===== src/rtl/int_sub_pipe_32_pkg.sv =====
// Shared types and widths for the two-stage 32-bit subtractor (package fsub_pkg).
package fsub_pkg;
    localparam int DIFF_W    = 32;
    localparam int HALF_W    = 16;
    localparam int TAG_MAX_W = 16;

    // Tag field is sized for the widest station tag; narrower tags are zero-extended.
    typedef struct packed {
        logic [HALF_W-1:0]    a_hi;
        logic [HALF_W-1:0]    nb_hi;
        logic [HALF_W-1:0]    lo_diff;
        logic                 c16;
        logic                 a31;
        logic                 b31;
        logic [TAG_MAX_W-1:0] tag;
    } s1_t;
endpackage


===== src/rtl/int_sub_pipe_32_if.sv =====
// Request/result handshake bundle between reservation stations and the subtractor.
interface int_sub_pipe_32_if
    import fsub_pkg::*;
#(
    parameter int TAG_W = 5
);
    logic              in_valid;
    logic              in_ready;
    logic [DIFF_W-1:0] in_a;
    logic [DIFF_W-1:0] in_b;
    logic [TAG_W-1:0]  in_tag;
    logic              out_valid;
    logic              out_ready;
    logic [DIFF_W-1:0] out_diff;
    logic              out_borrow;
    logic [TAG_W-1:0]  out_tag;
    logic              out_zero;
    logic              out_neg;
    logic              out_ovf;

    modport slave (
        input  in_valid, in_a, in_b, in_tag, out_ready,
        output in_ready, out_valid, out_diff, out_borrow, out_tag,
               out_zero, out_neg, out_ovf
    );

    modport master (
        output in_valid, in_a, in_b, in_tag, out_ready,
        input  in_ready, out_valid, out_diff, out_borrow, out_tag,
               out_zero, out_neg, out_ovf
    );
endinterface


===== src/rtl/int_sub_pipe_32_kgp_adder_16.sv =====
// 16-bit Kogge-Stone (KGP recursive doubling) adder; carry-in is folded into bit 0's generate.
module kgp_adder_16
    import fsub_pkg::*;
(
    input  logic [HALF_W-1:0] i_a,
    input  logic [HALF_W-1:0] i_b,
    input  logic              i_cin,
    output logic [HALF_W-1:0] o_sum,
    output logic              o_cout
);
    logic [HALF_W-1:0] w_p0, w_g0, w_g1, w_g2, w_g3, w_g4;
    logic [HALF_W-1:2] w_p1;
    logic [HALF_W-1:4] w_p2;
    logic [HALF_W-1:8] w_p3;

    assign w_p0 = i_a ^ i_b;
    assign w_g0 = {i_a[HALF_W-1:1] & i_b[HALF_W-1:1], (i_a[0] & i_b[0]) | (w_p0[0] & i_cin)};

    for (genvar i = 0; i < HALF_W; i++) begin : g_l1
        if (i >= 1) begin : g_op
            assign w_g1[i] = w_g0[i] | (w_p0[i] & w_g0[i-1]);
        end else begin : g_pass
            assign w_g1[i] = w_g0[i];
        end
        if (i >= 2) begin : g_pp
            assign w_p1[i] = w_p0[i] & w_p0[i-1];
        end
    end

    for (genvar i = 0; i < HALF_W; i++) begin : g_l2
        if (i >= 2) begin : g_op
            assign w_g2[i] = w_g1[i] | (w_p1[i] & w_g1[i-2]);
        end else begin : g_pass
            assign w_g2[i] = w_g1[i];
        end
        if (i >= 4) begin : g_pp
            assign w_p2[i] = w_p1[i] & w_p1[i-2];
        end
    end

    for (genvar i = 0; i < HALF_W; i++) begin : g_l3
        if (i >= 4) begin : g_op
            assign w_g3[i] = w_g2[i] | (w_p2[i] & w_g2[i-4]);
        end else begin : g_pass
            assign w_g3[i] = w_g2[i];
        end
        if (i >= 8) begin : g_pp
            assign w_p3[i] = w_p2[i] & w_p2[i-4];
        end
    end

    for (genvar i = 0; i < HALF_W; i++) begin : g_l4
        if (i >= 8) begin : g_op
            assign w_g4[i] = w_g3[i] | (w_p3[i] & w_g3[i-8]);
        end else begin : g_pass
            assign w_g4[i] = w_g3[i];
        end
    end

    assign o_sum  = w_p0 ^ {w_g4[HALF_W-2:0], i_cin};
    assign o_cout = w_g4[HALF_W-1];
endmodule


===== src/rtl/int_sub_pipe_32.sv =====
// Two-stage A-B subtractor (A + ~B + 1), low half in S1, high half in S2, tag passthrough.
// Define FSUB_FLAGS_EN to register zero/negative/signed-overflow flags; otherwise flags read 0.
module int_sub_pipe_32
    import fsub_pkg::*;
#(
    parameter int TAG_W = 5
)(
    input  logic              clk,
    input  logic              rst_n,
    int_sub_pipe_32_if.slave  bus
);
    logic [DIFF_W-1:0] w_nb;
    logic [HALF_W-1:0] w_lo_sum, w_hi_sum;
    logic              w_c16, w_c32, w_accept, w_s2_adv;
    s1_t               w_s1_nxt, r_s1;
    logic              r_s1_vld, r_s2_vld;
    logic [DIFF_W-1:0] r_diff;
    logic              r_borrow;
    logic [TAG_W-1:0]  r_tag;
    logic              w_unused_tag;

    assign w_nb = ~bus.in_b;

    kgp_adder_16 u_lo (
        .i_a(bus.in_a[HALF_W-1:0]), .i_b(w_nb[HALF_W-1:0]), .i_cin(1'b1),
        .o_sum(w_lo_sum), .o_cout(w_c16)
    );

    kgp_adder_16 u_hi (
        .i_a(r_s1.a_hi), .i_b(r_s1.nb_hi), .i_cin(r_s1.c16),
        .o_sum(w_hi_sum), .o_cout(w_c32)
    );

    assign w_s2_adv     = r_s1_vld && (!r_s2_vld || bus.out_ready);
    assign bus.in_ready = !r_s1_vld || w_s2_adv;
    assign w_accept     = bus.in_valid && bus.in_ready;
    assign w_unused_tag = ^r_s1.tag;

    always_comb begin
        w_s1_nxt         = '0;
        w_s1_nxt.a_hi    = bus.in_a[DIFF_W-1:HALF_W];
        w_s1_nxt.nb_hi   = w_nb[DIFF_W-1:HALF_W];
        w_s1_nxt.lo_diff = w_lo_sum;
        w_s1_nxt.c16     = w_c16;
        w_s1_nxt.tag     = TAG_MAX_W'(bus.in_tag);
`ifdef FSUB_FLAGS_EN
        w_s1_nxt.a31     = bus.in_a[DIFF_W-1];
        w_s1_nxt.b31     = bus.in_b[DIFF_W-1];
`endif
    end

    // Stage 1: low-half difference and inter-half carry
    always_ff @(posedge clk or negedge rst_n) begin
        if (!rst_n) begin
            r_s1_vld <= 1'b0;
            r_s1     <= '0;
        end else begin
            if (w_accept) begin
                r_s1     <= w_s1_nxt;
                r_s1_vld <= 1'b1;
            end else if (w_s2_adv) begin
                r_s1_vld <= 1'b0;
            end
        end
    end

    // Stage 2: high-half difference, borrow and result hold
    always_ff @(posedge clk or negedge rst_n) begin
        if (!rst_n) begin
            r_s2_vld <= 1'b0;
            r_diff   <= '0;
            r_borrow <= 1'b0;
            r_tag    <= '0;
        end else if (w_s2_adv) begin
            r_s2_vld <= 1'b1;
            r_diff   <= {w_hi_sum, r_s1.lo_diff};
            r_borrow <= ~w_c32;
            r_tag    <= r_s1.tag[TAG_W-1:0];
        end else if (bus.out_ready) begin
            r_s2_vld <= 1'b0;
        end
    end

`ifdef FSUB_FLAGS_EN
    logic r_zero, r_neg, r_ovf;

    always_ff @(posedge clk or negedge rst_n) begin
        if (!rst_n) begin
            r_zero <= 1'b0;
            r_neg  <= 1'b0;
            r_ovf  <= 1'b0;
        end else if (w_s2_adv) begin
            r_zero <= ({w_hi_sum, r_s1.lo_diff} == '0);
            r_neg  <= w_hi_sum[HALF_W-1];
            r_ovf  <= (r_s1.a31 != r_s1.b31) && (w_hi_sum[HALF_W-1] != r_s1.a31);
        end
    end

    assign bus.out_zero = r_zero;
    assign bus.out_neg  = r_neg;
    assign bus.out_ovf  = r_ovf;
`else
    logic w_unused_flag;

    assign w_unused_flag = r_s1.a31 ^ r_s1.b31;
    assign bus.out_zero  = 1'b0;
    assign bus.out_neg   = 1'b0;
    assign bus.out_ovf   = 1'b0;
`endif

    assign bus.out_valid  = r_s2_vld;
    assign bus.out_diff   = r_diff;
    assign bus.out_borrow = r_borrow;
    assign bus.out_tag    = r_tag;
endmodule


===== src/flat_wrapper.sv =====
// flat-port wrapper written by rule: the top's interface ports become plain ports
module int_sub_pipe_32_flat import fsub_pkg::*;
#(
    parameter int TAG_W = 5
)
  (clk, rst_n, bus_in_valid, bus_in_a, bus_in_b, bus_in_tag, bus_out_ready, bus_in_ready, bus_out_valid, bus_out_diff, bus_out_borrow, bus_out_tag, bus_out_zero, bus_out_neg, bus_out_ovf);
  int_sub_pipe_32_if #(.TAG_W(TAG_W)) bus_i ();
  input  logic clk;
  input  logic rst_n;
  input wire logic [$bits(bus_i.in_valid)-1:0] bus_in_valid;
  input wire logic [$bits(bus_i.in_a)-1:0] bus_in_a;
  input wire logic [$bits(bus_i.in_b)-1:0] bus_in_b;
  input wire logic [$bits(bus_i.in_tag)-1:0] bus_in_tag;
  input wire logic [$bits(bus_i.out_ready)-1:0] bus_out_ready;
  output wire logic [$bits(bus_i.in_ready)-1:0] bus_in_ready;
  output wire logic [$bits(bus_i.out_valid)-1:0] bus_out_valid;
  output wire logic [$bits(bus_i.out_diff)-1:0] bus_out_diff;
  output wire logic [$bits(bus_i.out_borrow)-1:0] bus_out_borrow;
  output wire logic [$bits(bus_i.out_tag)-1:0] bus_out_tag;
  output wire logic [$bits(bus_i.out_zero)-1:0] bus_out_zero;
  output wire logic [$bits(bus_i.out_neg)-1:0] bus_out_neg;
  output wire logic [$bits(bus_i.out_ovf)-1:0] bus_out_ovf;
  assign bus_i.in_valid = bus_in_valid;
  assign bus_i.in_a = bus_in_a;
  assign bus_i.in_b = bus_in_b;
  assign bus_i.in_tag = bus_in_tag;
  assign bus_i.out_ready = bus_out_ready;
  assign bus_in_ready = bus_i.in_ready;
  assign bus_out_valid = bus_i.out_valid;
  assign bus_out_diff = bus_i.out_diff;
  assign bus_out_borrow = bus_i.out_borrow;
  assign bus_out_tag = bus_i.out_tag;
  assign bus_out_zero = bus_i.out_zero;
  assign bus_out_neg = bus_i.out_neg;
  assign bus_out_ovf = bus_i.out_ovf;
  int_sub_pipe_32 #(.TAG_W(TAG_W)) u_core (.clk(clk), .rst_n(rst_n), .bus(bus_i));
endmodule

===== config.mk =====
export PLATFORM = sky130hd
export DESIGN_NAME = int_sub_pipe_32_flat
export DESIGN_NICKNAME = d
export VERILOG_FILES = /design/src/rtl/int_sub_pipe_32_pkg.sv /design/src/rtl/int_sub_pipe_32_if.sv /design/src/rtl/int_sub_pipe_32_kgp_adder_16.sv /design/src/rtl/int_sub_pipe_32.sv /design/src/flat_wrapper.sv
export SDC_FILE = /design/constraint.sdc
export NUM_CORES = 1
export LEC_CHECK = 0
export ABC_AREA = 1
export CAP_MARGIN = 20
export CELL_PAD_IN_SITES_DETAIL_PLACEMENT = 1
export CELL_PAD_IN_SITES_GLOBAL_PLACEMENT = 1
export CORE_MARGIN = 2
export CORE_UTILIZATION = 35
export DETAILED_ROUTE_END_ITERATION = 10
export PLACE_DENSITY_LB_ADDON = 0.1
export SKIP_CTS_REPAIR_TIMING = 1
export SLEW_MARGIN = 30
export SYNTH_ARGS = -nofsm -noshare
export SYNTH_HDL_FRONTEND = slang
export SYNTH_SLANG_ARGS = --single-unit

===== constraint.sdc =====
create_clock -name clk -period 2.1 [get_ports clk]
set_clock_uncertainty 0.1 [all_clocks]
set_input_delay 0.315 -clock clk [delete_from_list [all_inputs] [get_ports clk]]
set_output_delay 0.315 -clock clk [all_outputs]
set_load 0.02 [all_outputs]

==> impl_metrics.prom, run 1 <==
# TYPE chip_impl_metric gauge
chip_impl_metric{name="crit_arrival",unit="ns"} 2.15
chip_impl_info{name="maxUsedRoutingLayer",value="met4"} 1
chip_impl_metric{name="gp_congestion",unit=""} 0.841
chip_impl_metric{name="remaining_max_slew_budget_at_the_tightest_pin",unit="%"} 66.4
chip_impl_metric{name="routed-via-count",unit=""} 5139
chip_impl_metric{name="final_critical_path_setup_slack",unit="ns"} 0.0993
chip_impl_metric{name="ys.warnings.count",unit=""} 0
chip_impl_info{name="critPathKind",value="reg2reg"} 1
chip_impl_metric{name="1st_pass_router_iterations",unit=""} 4
chip_impl_metric{name="syn-instance-count",unit=""} 754
chip_impl_metric{name="avgRoutedWirePerCell",unit="µm"} 14.4
chip_impl_metric{name="average_vias_per_placed_instance",unit=""} 4.76
chip_impl_metric{name="stdcell_area",unit="mm²"} 0.00730
chip_impl_metric{name="yosysSeqAreaShare",unit="%"} 43.3
chip_impl_metric{name="die_y",unit="µm"} 129
chip_impl_metric{name="met3_length",unit="µm"} 415
chip_impl_metric{name="power_per_cell_area",unit="mW/mm²"} 987
chip_impl_metric{name="antenna_cells",unit=""} 0
chip_impl_metric{name="wire_length_of_the_first_global_routing_pass",unit="mm"} 26.7
chip_impl_metric{name="synth.lib_cells_used.distinct",unit=""} 28
chip_impl_metric{name="maximum_number_of_pins_on_one_net_before_global_route_repair",unit=""} 38
chip_impl_metric{name="p_leak",unit="nW"} 3.90
chip_impl_metric{name="report.final.hold_viol_count",unit=""} 0
chip_impl_metric{name="finalCoreUtilization",unit="%"} 48.0
chip_impl_info{name="worstSetupEndpointType",value="flop"} 1
chip_impl_metric{name="placedInstanceArea",unit="mm²"} 0.00693
chip_impl_metric{name="grt-ovfl-total",unit=""} 0
chip_impl_info{name="kind_of_launch_point_of_the_worst_setup_path",value="flop"} 1
chip_impl_metric{name="delay_contributed_by_the_slowest_stage_of_the_critical_path",unit="ns"} 0.42
chip_impl_info{name="run_status",value="finished, final reports clean"} 1
chip_impl_metric{name="htree_levels",unit=""} 3
chip_impl_metric{name="post_synth.cell_area_avg",unit="µm²"} 7.21
chip_impl_metric{name="dp_slack",unit="ns"} -0.188
chip_impl_info{name="worst_path_top_cell_family_by_delay",value="adder cells"} 1
chip_impl_metric{name="areaGrowthSynthToFinish",unit="%"} 34.4
chip_impl_metric{name="die_width",unit="µm"} 129
chip_impl_metric{name="clock_path_buffers",unit=""} 2
chip_impl_info{name="tritoncts",value="yes"} 1
chip_impl_metric{name="clock_sinks",unit=""} 94
chip_impl_metric{name="wl_met2",unit="mm"} 8.29
chip_impl_metric{name="grt_usage",unit="%"} 20.3
chip_impl_metric{name="final_antenna_net_count",unit=""} 0
chip_impl_metric{name="critical_path_buf_inv_count",unit=""} 2
chip_impl_metric{name="post-layout-total-power",unit="mW"} 7.21
chip_impl_metric{name="post-dp-hpwl",unit="mm"} 12.1
chip_impl_metric{name="fraction_of_final_layout_cells_with_drive_strength_greater_than_1",unit="%"} 7.74
chip_impl_metric{name="floorplan.core_area",unit="mm²"} 0.0152
chip_impl_metric{name="antenna_found_initial",unit=""} 0
chip_impl_metric{name="io_pins",unit=""} 116
chip_impl_metric{name="tightestPinTransition",unit="ns"} 0.503
chip_impl_metric{name="worst-path-max-fanout",unit=""} 4
chip_impl_info{name="min-delay-path-class",value="in2async"} 1
chip_impl_metric{name="worst_skew_pair.late_latency",unit="ns"} 0.36
chip_impl_metric{name="cts_made_buffers",unit=""} 9
chip_impl_metric{name="max_cap_viol_count",unit=""} 0
chip_impl_metric{name="synth.cell_area",unit="mm²"} 0.00543
chip_impl_metric{name="timing.final.crit_share",unit="%"} 95.3
chip_impl_metric{name="timing.reg2reg.worst_path_depth",unit=""} 9
chip_impl_metric{name="remaining_drc_errors",unit=""} 0
chip_impl_metric{name="drt_initial_violations",unit=""} 232
chip_impl_metric{name="final_net_count",unit=""} 994
chip_impl_metric{name="final-max-slew-violation-count",unit=""} 0
chip_impl_metric{name="peakVddDrop",unit="mV"} 0.480
chip_impl_info{name="crit_path_cell_trace",value="fa_2, inv_2, fa_2, inv_1, nand2_1, nand3_2, or2_1, nand3_1, nand2_1"} 1
chip_impl_metric{name="finalSetupViolations",unit=""} 0
chip_impl_metric{name="wl_met1",unit="mm"} 6.61
chip_impl_info{name="worst_path_max_delay_cell",value="sky130_fd_sc_hd__dfrtp_1"} 1
chip_impl_metric{name="floorplan.initialDensity",unit="%"} 35.7
chip_impl_metric{name="timing.critical_path.depth",unit=""} 9
chip_impl_metric{name="netlist.area_leader.share",unit="%"} 43.3
chip_impl_metric{name="die-area",unit="mm²"} 0.0165
chip_impl_info{name="ctsRootBufferMaster",value="sky130_fd_sc_hd__clkbuf_16"} 1
chip_impl_metric{name="postRouteWirelength",unit="mm"} 15.5
chip_impl_metric{name="buffer_ports.inserted",unit=""} 112
chip_impl_info{name="post_synth_main_area_contributors",value="sky130_fd_sc_hd__dfrtp_1, sky130_fd_sc_hd__nand2_1, sky130_fd_sc_hd__inv_1, sky130_fd_sc_hd__ha_1, sky130_fd_sc_hd__o21ai_0"} 1
chip_impl_metric{name="rows",unit=""} 45
chip_impl_info{name="post-synth-top-area-cell",value="sky130_fd_sc_hd__dfrtp_1"} 1
chip_impl_metric{name="number_of_global_route_vias_before_repair",unit=""} 5639
chip_impl_metric{name="timing.critical_path.required",unit="ns"} 2.25
chip_impl_metric{name="finalWorstPathRequiredPeriod",unit="ns"} 2.00
chip_impl_metric{name="clkTransAtPathRegs",unit="ns"} 0.07
chip_impl_metric{name="synth-seq-cells",unit=""} 94
chip_impl_metric{name="timing.fmax",unit="MHz"} 500
## through the flow
stage	setup TNS (ns)	hold WS (ns)	instances
after global placement	-0.982	0.204	1062
after detailed placement	-1.69	0.211	1062
after floorplan	0	-0.0806	756
final	0	0.344	1080
after global routing	-0.00253	0.390	1080
after CTS	-0.393	-0.182	1078
## flip-flops by register name, summed over array words and instances, names as in the netlist
signal and flops:
u_core.r_s1_vld 1, u_core.bus.out_borrow 1, u_core.r_s1 54, u_core.bus.out_valid 1
u_core.bus.out_diff 32, u_core.bus.out_tag 5
## synthesized netlist by cell type
cell type,instances
sky130_fd_sc_hd__nand2_1,331
sky130_fd_sc_hd__inv_1,105
sky130_fd_sc_hd__dfrtp_1,94
sky130_fd_sc_hd__o21ai_0,40
sky130_fd_sc_hd__nand3_1,39
sky130_fd_sc_hd__ha_1,31
sky130_fd_sc_hd__nor2_1,27
sky130_fd_sc_hd__a21oi_1,17
sky130_fd_sc_hd__buf_2,14
sky130_fd_sc_hd__nor3_1,7
sky130_fd_sc_hd__or2_0,6
sky130_fd_sc_hd__buf_4,5
sky130_fd_sc_hd__nand2_2,5
sky130_fd_sc_hd__nand3b_1,5
sky130_fd_sc_hd__o21ai_1,4
sky130_fd_sc_hd__xnor2_1,4
sky130_fd_sc_hd__fa_1,3
sky130_fd_sc_hd__clkbuf_1,2
sky130_fd_sc_hd__inv_2,2
sky130_fd_sc_hd__nand3_2,2
sky130_fd_sc_hd__nand4_1,2
sky130_fd_sc_hd__or2_1,2
sky130_fd_sc_hd__xor2_1,2
sky130_fd_sc_hd__and2_1,1
sky130_fd_sc_hd__and2_2,1
sky130_fd_sc_hd__and2_4,1
sky130_fd_sc_hd__conb_1,1
sky130_fd_sc_hd__or2_2,1
## power breakdown
| part | internal (mW) | leakage (nW) | switching (mW) |
|---|---|---|---|
| logic | 1.27 | 2.60 | 1.63 |
| clock network | 0.951 | 0.150 | 0.784 |
| registers | 2.28 | 1.15 | 0.290 |
## per-layer routing
layer,up-vias,track usage [%]
li1,2573,-
met1,2469,23.3
met2,82,38.5
met3,15,2.58
met4,0,7.54
met5,-,0
## cell families after synthesis
kind of cell / after synthesis / share of synthesized area, %
other cells: 1 / 0.0690
fa+ha+maj: 34 / 8.25
flops: 94 / 43.3
xor+xnor: 6 / 0.967
buf+inv: 128 / 9.51
simple gates: 430 / 32.3
compound gates: 61 / 5.62
## worst paths after layout
check / endpoint / slack, ns / start
setup reg to reg: u_core.bus.out_diff[22]$_DFFE_PN0P_ / 0.1 / u_core.r_s1[18]$_DFFE_PN0P_
hold reg to reg: u_core.bus.out_diff[9]$_DFFE_PN0P_ / 0.38 / u_core.r_s1[28]$_DFFE_PN0P_
min in group clk: u_core.bus.out_diff[9]$_DFFE_PN0P_ / 0.38 / u_core.r_s1[28]$_DFFE_PN0P_
hold / removal: u_core.r_s1[40]$_DFFE_PN0P_ / 0.34 / rst_n
setup / recovery: u_core.bus.out_diff[22]$_DFFE_PN0P_ / 0.1 / u_core.r_s1[18]$_DFFE_PN0P_
max in group asynchronous: u_core.bus.out_diff[3]$_DFFE_PN0P_ / 1.01 / rst_n
## cells in the final DEF (no fill, tap or decap), types with 3 or more instances in the layout
cell type / synthesis / routed
sky130_fd_sc_hd__nand2_1: 331 / 327
sky130_fd_sc_hd__clkdlybuf4s50_1: 0 / 111
sky130_fd_sc_hd__inv_1: 105 / 104
sky130_fd_sc_hd__dfrtp_1: 94 / 94
sky130_fd_sc_hd__o21ai_0: 40 / 39
sky130_fd_sc_hd__nand3_1: 39 / 35
sky130_fd_sc_hd__ha_1: 31 / 31
sky130_fd_sc_hd__nor2_1: 27 / 27
sky130_fd_sc_hd__buf_4: 5 / 25
sky130_fd_sc_hd__a21oi_1: 17 / 17
sky130_fd_sc_hd__nand2_2: 5 / 9
sky130_fd_sc_hd__clkbuf_16: 0 / 9
sky130_fd_sc_hd__nor3_1: 7 / 7
sky130_fd_sc_hd__nand3_2: 2 / 6
sky130_fd_sc_hd__or2_0: 6 / 6
sky130_fd_sc_hd__nand3b_1: 5 / 5
sky130_fd_sc_hd__o21ai_1: 4 / 5
sky130_fd_sc_hd__buf_12: 0 / 4
sky130_fd_sc_hd__inv_2: 2 / 3
sky130_fd_sc_hd__xnor2_1: 4 / 3
sky130_fd_sc_hd__conb_1: 1 / 3
## layout make-up
cell class / instances / area (µm²)
timing repair buffer: 141 / 1390
inverter: 107 / 402
clock inverter: 7 / 86.3
multi-input combinational: 534 / 2610
tap: 188 / 235
fill: 1917 / 7900
sequential: 94 / 2350
clock buffer: 9 / 225
Note: power is estimated with default switching activity, not from simulation.
==> inputs of run 2 (changes only) <==
--- a/config.mk
+++ b/config.mk
@@ -6,6 +6,7 @@
 export NUM_CORES = 1
 export LEC_CHECK = 0
 export ABC_AREA = 1
+export ABC_CLOCK_PERIOD_IN_PS = 2100
 export CAP_MARGIN = 20
 export CELL_PAD_IN_SITES_DETAIL_PLACEMENT = 1
 export CELL_PAD_IN_SITES_GLOBAL_PLACEMENT = 1
==> results of run 2 <==
The final DEF is identical to that of run 1; final timing and power are the same.
==> inputs of run 3 (changes only) <==
--- a/config.mk
+++ b/config.mk
@@ -15,6 +15,7 @@
 export DETAILED_ROUTE_END_ITERATION = 10
 export PLACE_DENSITY_LB_ADDON = 0.1
 export SKIP_CTS_REPAIR_TIMING = 1
+export SKIP_LAST_GASP = 1
 export SLEW_MARGIN = 30
 export SYNTH_ARGS = -nofsm -noshare
 export SYNTH_HDL_FRONTEND = slang
==> run 3 against run 2 <==
  * Combinational power hardly changed
  * Setup slack better by 0.013 ns
  * Hold slack stayed put
  * Power hardly changed
  * Critical path depth stayed put
  * Routed wire length hardly changed
  * First-iteration DRC count stayed put
  * Non-clock buffer count stayed put
  * Clock power hardly changed
  * Global-route usage stayed put
  * Flip-flop and latch count stayed put
  * Critical path type unchanged
  * Critical endpoint unchanged
  * Largest cell class unchanged
==> impl_metrics.prom, run 3 (synthesized netlist as in run 1, its figures left out) <==
# TYPE chip_impl_metric gauge
chip_impl_metric{name="gp_congestion",unit=""} 0.841
chip_impl_metric{name="timing.critical_path.required",unit="ns"} 2.25
chip_impl_metric{name="power_switching",unit="mW"} 2.71
chip_impl_info{name="worstSetupEndpointType",value="flop"} 1
chip_impl_info{name="layout.cells.most_common_list",value="sky130_fd_sc_hd__nand2_1, sky130_fd_sc_hd__clkdlybuf4s50_1, sky130_fd_sc_hd__inv_1"} 1
chip_impl_metric{name="power_report.internal_total",unit="mW"} 4.50
chip_impl_metric{name="final_net_count",unit=""} 994
chip_impl_metric{name="buffer_ports.inserted",unit=""} 112
chip_impl_metric{name="delay_contributed_by_the_slowest_stage_of_the_critical_path",unit="ns"} 0.42
chip_impl_info{name="run_status",value="finished, final reports clean"} 1
chip_impl_metric{name="floorplan.initialDensity",unit="%"} 35.7
chip_impl_metric{name="io_pins",unit=""} 116
chip_impl_metric{name="drt_initial_violations",unit=""} 232
chip_impl_metric{name="die_width",unit="µm"} 129
chip_impl_metric{name="stdcell_area",unit="mm²"} 0.00730
chip_impl_metric{name="maximum_number_of_pins_on_one_net_before_global_route_repair",unit=""} 38
chip_impl_metric{name="timing.final.crit_share",unit="%"} 94.6
chip_impl_metric{name="grt-ovfl-total",unit=""} 0
chip_impl_metric{name="worst_skew_pair.late_latency",unit="ns"} 0.36
chip_impl_metric{name="fraction_of_final_layout_cells_with_drive_strength_greater_than_1",unit="%"} 7.62
chip_impl_metric{name="clock_path_buffers",unit=""} 2
chip_impl_metric{name="finalSetupViolations",unit=""} 0
chip_impl_info{name="layout.cells.most_common",value="sky130_fd_sc_hd__nand2_1"} 1
chip_impl_metric{name="floorplan.core_area",unit="mm²"} 0.0152
chip_impl_metric{name="area.sequential",unit="mm²"} 0.00235
chip_impl_metric{name="final_antenna_net_count",unit=""} 0
chip_impl_metric{name="timing.reg2reg.worst_path_depth",unit=""} 9
chip_impl_metric{name="die-area",unit="mm²"} 0.0165
chip_impl_metric{name="switching_power_share_of_the_total",unit="%"} 37.6
chip_impl_info{name="kind_of_launch_point_of_the_worst_setup_path",value="flop"} 1
chip_impl_info{name="worst_r2r_endpoint",value="u_core.bus.out_diff[22]$_DFFE_PN0P_"} 1
chip_impl_metric{name="placedInstanceArea",unit="mm²"} 0.00693
chip_impl_info{name="worst_path_max_delay_cell",value="sky130_fd_sc_hd__dfrtp_1"} 1
chip_impl_metric{name="remaining_max_slew_budget_at_the_tightest_pin",unit="%"} 66.4
chip_impl_info{name="tritoncts",value="yes"} 1
chip_impl_metric{name="pwr-share-comb",unit="%"} 40.2
chip_impl_metric{name="power_per_cell_area",unit="mW/mm²"} 987
chip_impl_metric{name="max_cap_viol_count",unit=""} 0
chip_impl_metric{name="nFillCells",unit=""} 1918
chip_impl_metric{name="avgRoutedWirePerCell",unit="µm"} 14.4
chip_impl_metric{name="rows",unit=""} 45
chip_impl_metric{name="clkTransAtPathRegs",unit="ns"} 0.07
chip_impl_metric{name="crit_arrival",unit="ns"} 2.14
chip_impl_info{name="worst_path_top_cell_family_by_delay",value="adder cells"} 1
chip_impl_metric{name="number_of_global_route_vias_before_repair",unit=""} 5639
chip_impl_metric{name="routed-via-count",unit=""} 5140
chip_impl_metric{name="report.final.hold_viol_count",unit=""} 0
chip_impl_info{name="max_flop_register",value="u_core.r_s1"} 1
chip_impl_metric{name="multi_input_gate_area",unit="mm²"} 0.00261
chip_impl_metric{name="antenna_found_initial",unit=""} 0
chip_impl_metric{name="1st_pass_router_iterations",unit=""} 4
chip_impl_metric{name="tightestPinTransition",unit="ns"} 0.503
chip_impl_info{name="ctsRootBufferMaster",value="sky130_fd_sc_hd__clkbuf_16"} 1
chip_impl_metric{name="grt_usage",unit="%"} 20.3
chip_impl_metric{name="timing.fmax",unit="MHz"} 503
chip_impl_metric{name="htree_levels",unit=""} 3
chip_impl_metric{name="average_vias_per_placed_instance",unit=""} 4.76
chip_impl_metric{name="post-layout-total-power",unit="mW"} 7.21
chip_impl_metric{name="largest_reg_flops",unit=""} 54
chip_impl_metric{name="areaGrowthSynthToFinish",unit="%"} 34.4
chip_impl_metric{name="p_leak",unit="nW"} 3.90
chip_impl_metric{name="layout.cells.non_filler",unit=""} 1080
chip_impl_metric{name="post-dp-hpwl",unit="mm"} 12.1
chip_impl_info{name="crit_path_launch",value="u_core.r_s1[18]$_DFFE_PN0P_"} 1
chip_impl_info{name="crit_path_cell_trace",value="fa_2, inv_2, fa_2, inv_1, nand2_1, nand3_2, or2_1, nand3_1, nand2_1"} 1
chip_impl_metric{name="placedCellCount",unit=""} 1062
chip_impl_info{name="critPathKind",value="reg2reg"} 1
chip_impl_metric{name="die_y",unit="µm"} 129
chip_impl_info{name="min-delay-path-class",value="in2async"} 1
chip_impl_metric{name="clock_sinks",unit=""} 94
chip_impl_metric{name="critical_path_buf_inv_count",unit=""} 2
chip_impl_metric{name="power.share.clock",unit="%"} 24.1
chip_impl_info{name="setup_repair_after_global_routing_missed_its_margin",value="yes"} 1
chip_impl_info{name="worst_r2r_startpoint",value="u_core.r_s1[18]$_DFFE_PN0P_"} 1
chip_impl_metric{name="setup_total_negative_slack",unit="ns"} 0
chip_impl_metric{name="remaining_drc_errors",unit=""} 0
chip_impl_metric{name="wire_length_of_the_first_global_routing_pass",unit="mm"} 26.7
chip_impl_metric{name="setup.reg_to_reg.worst_slack",unit="ns"} 0.11
chip_impl_metric{name="cts_made_buffers",unit=""} 9
chip_impl_metric{name="worst-path-max-fanout",unit=""} 4
chip_impl_metric{name="final-max-slew-violation-count",unit=""} 0
chip_impl_metric{name="share_of_power_burned_in_registers",unit="%"} 35.7
chip_impl_metric{name="antenna_cells",unit=""} 0
chip_impl_metric{name="peakVddDrop",unit="mV"} 0.480
chip_impl_metric{name="postRouteWirelength",unit="mm"} 15.5
chip_impl_metric{name="finalWorstPathRequiredPeriod",unit="ns"} 1.99
==> run 3: cell types whose count changed in the layout (fill, tap and decap cells not counted) <==
cell | previous run | this run
sky130_fd_sc_hd__nand2_1 | 327 | 328
sky130_fd_sc_hd__nand2_2 | 9 | 8
==> run 3: area by class of cell <==
| class | count | area share [%] |
|---|---|---|
| multi-input cells | 534 | 35.8 |
| flip-flops and latches | 94 | 32.2 |
| inverters | 107 | 5.50 |
| repair buffers | 141 | 19.0 |
| clock inverters | 7 | 1.18 |
| clock buffers | 9 | 3.08 |
| well taps | 188 | 3.22 |
==> run 3: worst max path at each step <==
stage / cells past startpoint / slack, ns / end
2_1_floorplan: 10 / 0.24 / u_core.bus.out_diff[24]$_DFFE_PN0P_
3_3_place_gp: 12 / -0.16 / u_core.r_s1[27]$_DFFE_PN0P_
3_5_place_dp: 11 / -0.19 / u_core.r_s1[25]$_DFFE_PN0P_
4_1_cts: 11 / -0.1 / u_core.bus.out_diff[28]$_DFFE_PN0P_
5_1_grt: 10 / -0.008 / u_core.bus.out_diff[26]$_DFFE_PN0P_
6_report: 9 / 0.11 / u_core.bus.out_diff[22]$_DFFE_PN0P_
==> run 3: routing by layer <==
metal  GRT usage [%]  share of wire [%]  vias to the layer above
met5               0                  0                        -
met4            7.54                1.5                        0
met3            2.58                2.7                       15
met2            38.5                 53                       82
met1            23.3                 43                     2470
li1                -                  -                     2573
==> run 3: metrics by stage <==
step                hold WS, ns  setup WS, ns  utilization, %
floorplan               -0.0806         0.235               -
global placement          0.204        -0.158            45.6
detailed placement        0.211        -0.188            45.6
CTS                      -0.182       -0.0975            47.7
global route              0.390      -0.00760            48.0
finish                    0.344         0.112            48.0
==> run 3: power by group through the flow <==
stage / clock network (mW) / logic (mW) / registers, mW
after global routing: 1.85 / 3.24 / 2.63
after floorplan: 0 / 1.25 / 2.91
after detailed placement: 0 / 2.88 / 2.61
final: 1.74 / 2.90 / 2.57
after global placement: 0 / 2.81 / 2.59
after CTS: 1.78 / 2.91 / 2.58
